[config.mk]
export PLATFORM = sky130hd
export DESIGN_NAME = note_scheduler
export DESIGN_NICKNAME = d
export VERILOG_FILES = /design/src/rtl/note_scheduler.sv
export SDC_FILE = /design/constraint.sdc
export NUM_CORES = 1
export LEC_CHECK = 0
export BUFFER_PORTS_ARGS = -buffer_cell sky130_fd_sc_hd__buf_4
export CORE_MARGIN = 4
export CORE_UTILIZATION = 57
export CTS_CLUSTER_DIAMETER = 50
export DETAILED_ROUTE_END_ITERATION = 6
export PLACE_DENSITY = 0.85
export SLEW_MARGIN = 20
export SYNTH_ARGS = -nofsm -noshare
export SYNTH_HDL_FRONTEND = slang
export SYNTH_SLANG_ARGS = --single-unit
[constraint.sdc]
create_clock -name OriginalClk -period 4.7 [get_ports OriginalClk]
set_clock_uncertainty 0.1 [all_clocks]
set_input_delay 0 -clock OriginalClk [delete_from_list [all_inputs] [get_ports OriginalClk]]
set_output_delay 0 -clock OriginalClk [all_outputs]
set_load 0.01 [all_outputs]
[src/rtl/note_scheduler.sv]
// Chart playback sequencer: walks the chart ROM one step per STEP_TICKS beat ticks
// and offers each non-empty 6-track note mask to the spawner over valid/ready.
module note_scheduler #(
  parameter int ADDR_W     = 10,
  parameter int CHART_LEN  = 512,
  parameter int STEP_TICKS = 8
) (
  input  logic              OriginalClk,
  input  logic              reset,
  input  logic [3:0]        game_state,
  input  logic              beat_tick,
  output logic [ADDR_W-1:0] rom_addr,
  input  logic [5:0]        rom_data,
  output logic [5:0]        spawn_mask,
  output logic              spawn_valid,
  input  logic              spawn_ready,
  output logic [ADDR_W:0]   step_index,
  output logic [7:0]        missed_count,
  output logic              song_done
);

  localparam int CNT_W = $clog2(STEP_TICKS);
  localparam logic [CNT_W-1:0]  LAST_TICK = CNT_W'(STEP_TICKS - 1);
  localparam logic [ADDR_W:0]   END_INDEX = (ADDR_W+1)'(CHART_LEN);

  typedef enum logic [2:0] {IDLE, FETCH, CAPTURE, OFFER, WAIT_STEP, DONE} state_t;

  state_t             state;
  logic [CNT_W-1:0]   tick_cnt;
  logic               run;
  logic               clear;
  logic               active;
  logic               step_due;
  logic [ADDR_W:0]    next_index;

  function automatic logic [7:0] sat_inc8(input logic [7:0] v);
    return (v == 8'hFF) ? v : v + 8'd1;
  endfunction

  assign clear      = (game_state == 4'd0) || (game_state > 4'd3);
  assign run        = (game_state == 4'd1);
  assign active     = (state == FETCH) || (state == CAPTURE) ||
                      (state == OFFER) || (state == WAIT_STEP);
  assign step_due   = run && active && beat_tick && (tick_cnt == LAST_TICK);
  assign next_index = step_index + 1'b1;

  // Valid is gated by run so halt/ending hides a pending offer without losing it.
  assign spawn_valid = run && (state == OFFER);
  assign song_done   = (state == DONE);

  always_ff @(posedge OriginalClk) begin
    if (!reset || clear) begin
      state        <= IDLE;
      tick_cnt     <= '0;
      rom_addr     <= '0;
      spawn_mask   <= '0;
      step_index   <= '0;
      missed_count <= '0;
    end else if (run) begin
      if (active && beat_tick)
        tick_cnt <= (tick_cnt == LAST_TICK) ? '0 : tick_cnt + 1'b1;
      // A step boundary overrides the per-state progression.
      if (step_due) begin
        step_index <= next_index;
        if (state == OFFER && !spawn_ready)
          missed_count <= sat_inc8(missed_count);
        if (next_index == END_INDEX) begin
          state <= DONE;
        end else begin
          state    <= FETCH;
          rom_addr <= next_index[ADDR_W-1:0];
        end
      end else begin
        case (state)
          IDLE: begin
            state    <= FETCH;
            rom_addr <= step_index[ADDR_W-1:0];
          end
          FETCH:   state <= CAPTURE;
          CAPTURE: begin
            spawn_mask <= rom_data;
            state      <= (rom_data != 6'd0) ? OFFER : WAIT_STEP;
          end
          OFFER:   if (spawn_ready) state <= WAIT_STEP;
          default: ;
        endcase
      end
    end
  end

endmodule

==> metrics.txt <==
top fanout value on the critical path=22; I/O pin cnt=51; Seq. cell area=821 um2; arrival time of data at the critical path endpoint=2.84 ns; remaining antenna violation count after routing=0; share of synthesized flip-flops with an asynchronous set or reset=0%; max-cap violations=0; largest stage delay on the critical path=0.70 ns; most instantiated flip-flop cell in the synthesis netlist=dfxtp_1; # port buffers=50; Syn Std Cell Area=0.00206 mm2; Pre-Repair DR Iteration Count=4; share of total power in the clock network=34.5%; share of the cycle needed by the critical path after routing=57.5%; TritonCTS clock tree=yes; number of DRC violations after detailed routing=0; Top delay family on crit path=simple AND/OR/NAND/NOR gates; most frequent cell after synthesis=dfxtp_1; Worst VDD drop=0.000197 V; category of the most critical setup path=flip-flop to flip-flop; time the final worst path needs with I/O delays and setup=2.70 ns; count of inserted antenna diode cells=0; Resized cells post-CTS=0; Critical Path Source Type=flip-flop; clock transition at the registers of the reported paths=0.12 ns; reg-to-reg critical path startpoint=tick_cnt[0]; register bit count reported by yosys=41; Num Clock Sinks=41; run status=completed; first-pass GRT wire length=7590 um; post-CTS setup buffers=0; antenna violations before repair=0; area used by multi-input combinational logic=0.00113 mm2; startpoint of the worst hold path=beat_tick; cell area after placement=0.00243 mm2; highest attainable clock frequency=370 MHz; power share of the combinational group=5.1%; Slew Limit Headroom=41.7%; total length of routed wires=4620 um; number of global-route vias before repair=1697; Total Die Area=0.00465 mm2; sequential fraction of design power=60.4%; count of warnings emitted by yosys=0; worst hold margin=0.0375 ns; CTS buffer count=5; leftover overflow at the end of global routing=0; DIE HEIGHT=68.2 um; number of flops mapped to enable cells by yosys=0; Placer Congestion=0.850; post-layout net count=310; cts-stage hold buffer count=9; Sw Pwr=0.126 mW; library cell appearing most often on the critical path=ha_1; leading area contributor after synthesis=dfxtp_1; effective utilization at floorplan=60.4%; max-slew violation count=0; endpoints failing hold=0; Detailed Place HPWL=3120 um; worst hold path class=primary input to flip-flop; net switching fraction of the power=21.9%; Static Leakage=1.09 nW; register area share after synthesis=39.8%; clock latency at the later pin of the worst-skew pair=0.35 ns; number of distinct library cells after synthesis=44; number of core rows=21; Die Wd=68.2 um; Filler cells=273; slew at the pin closest to its max-slew limit=0.872 ns; Total GRT Usage=21.3%; # setup viols final=0; number of cells produced by synthesis=238; cell-internal power=0.449 mW; Cell Pwr Density=222 mW/mm2; post-route design area=0.00259 mm2; clock tree root buffer cell=clkbuf_4; Area Growth Syn to Fin=25.6%; RSZ-0062 raised after global routing=no; Worst setup EP type=flip-flop; utilization after layout=75.9%; Final TNS setup=0 ns; mean post-synth cell area=8.67 um2; dominant cells by area after synthesis=dfxtp_1 40%, mux2i_1 7.8%, nor2_1 5.3%; Post-Synthesis Net Count=256; critical path's slowest cell=nand4_1; Avg WL per Cell=13.6 um; vias=1872; Setup crit start=tick_cnt[0]; maximum number of pins on one net before global-route repair=24; DR iter-0 viols=167; required time at the endpoint of the critical path=4.84 ns; fraction of synthesized cell area taken by the top area cell type=39.8%; number of buffers on the longest clock path=2; worst path bufs/invs=0; core footprint=0.00342 mm2; most frequent cells after synthesis=41 x dfxtp_1, 29 x nor2_1, 19 x nand2_1; via-per-instance ratio=5.52; CP Cell Sequence=ha_1, ha_1, and2_1, nand4_1, o311a_2, nor2_1, mux2i_1; H-tree depth=2; share of final-layout standard cells stronger than drive strength 1=23.5%
-- cell families after synthesis --
family | count (synthesis) | share of synthesized area (%)
xor+xnor | 11 | 4.67
simple gates | 104 | 27.2
compound gates | 33 | 10.2
mux | 20 | 10.3
buf+inv | 25 | 5.52
fa+ha+maj | 4 | 2.42
flops | 41 | 39.8
-- metrics by stage --
step,setup slack [ns],power [mW],cells
after floorplan,2.53,0.367,238
after global placement,2.10,0.378,322
after detailed placement,2.03,0.378,322
after CTS,2.01,0.577,339
after global routing,1.72,0.594,339
final,2.00,0.576,339
-- power groups by stage --
stage | clock network [mW] | registers (mW) | logic, mW
floorplan | 0 | 0.355 | 0.0112
global placement | 0 | 0.356 | 0.0227
detailed placement | 0 | 0.356 | 0.0228
CTS | 0.201 | 0.348 | 0.0285
global route | 0.215 | 0.348 | 0.0312
finish | 0.199 | 0.348 | 0.0291
-- state kept, by name, summed over array words and instances (netlist names) --
| signal | cells |
|---|---|
| missed_count | 8 |
| rom_addr | 10 |
| spawn_mask | 6 |
| state | 3 |
| step_index | 11 |
| tick_cnt | 3 |
-- cells in the final DEF (no fill, tap or decap), types with 4 or more instances in the layout --
master         netlist  routed
a21oi_1              7       7
buf_4                0      50
clkbuf_4             0       5
dfxtp_1             41      41
dlygate4sd3_1        0       9
ha_1                 4       4
inv_1               13      13
mux2i_1             16      16
nand2_1             19      19
nand3_1              9       9
nand4_1              4       4
nor2_1              29      29
nor3_1               9       9
nor4_1              11      11
o21a_1               5       5
o21ai_0              6       6
o21ai_1              6       6
xnor2_1              9       9
-- final timing paths --
path                                    end  slack [ns]  depth (start not counted)
worst max-delay path            rom_addr[9]        2.00                          7
worst min-delay path            tick_cnt[1]        0.04                          4
worst max register to register  rom_addr[9]        2.00                          7
worst min register to register  rom_addr[1]        0.37                          2
-- metal layers --
metal,vias up,share of wire (%),GRT usage [%]
li1,956,-,-
met1,863,46,27.3
met2,47,48,35.4
met3,6,5.4,4.76
met4,0,1.2,6.95
met5,-,0,0
-- tightest hold or removal path: cells and delay by family --
kind,cells,cell delay (ns)
buffers and inverters,1,0.12
AND/OR/NAND/NOR,2,0.23
multiplexers,1,0.10
-- layout make-up --
type                            count  share of cell area [%]
Tap cell                           46                    2.22
Clock buffer                        7                    2.51
Multi-Input combinational cell    172                    43.6
Sequential cell                    41                    31.7
Inverter                           13                    1.88
Timing Repair Buffer               59                    18.0
Clock inverter                      1                   0.193
No activity file was read; power rests on OpenSTA's default activity.
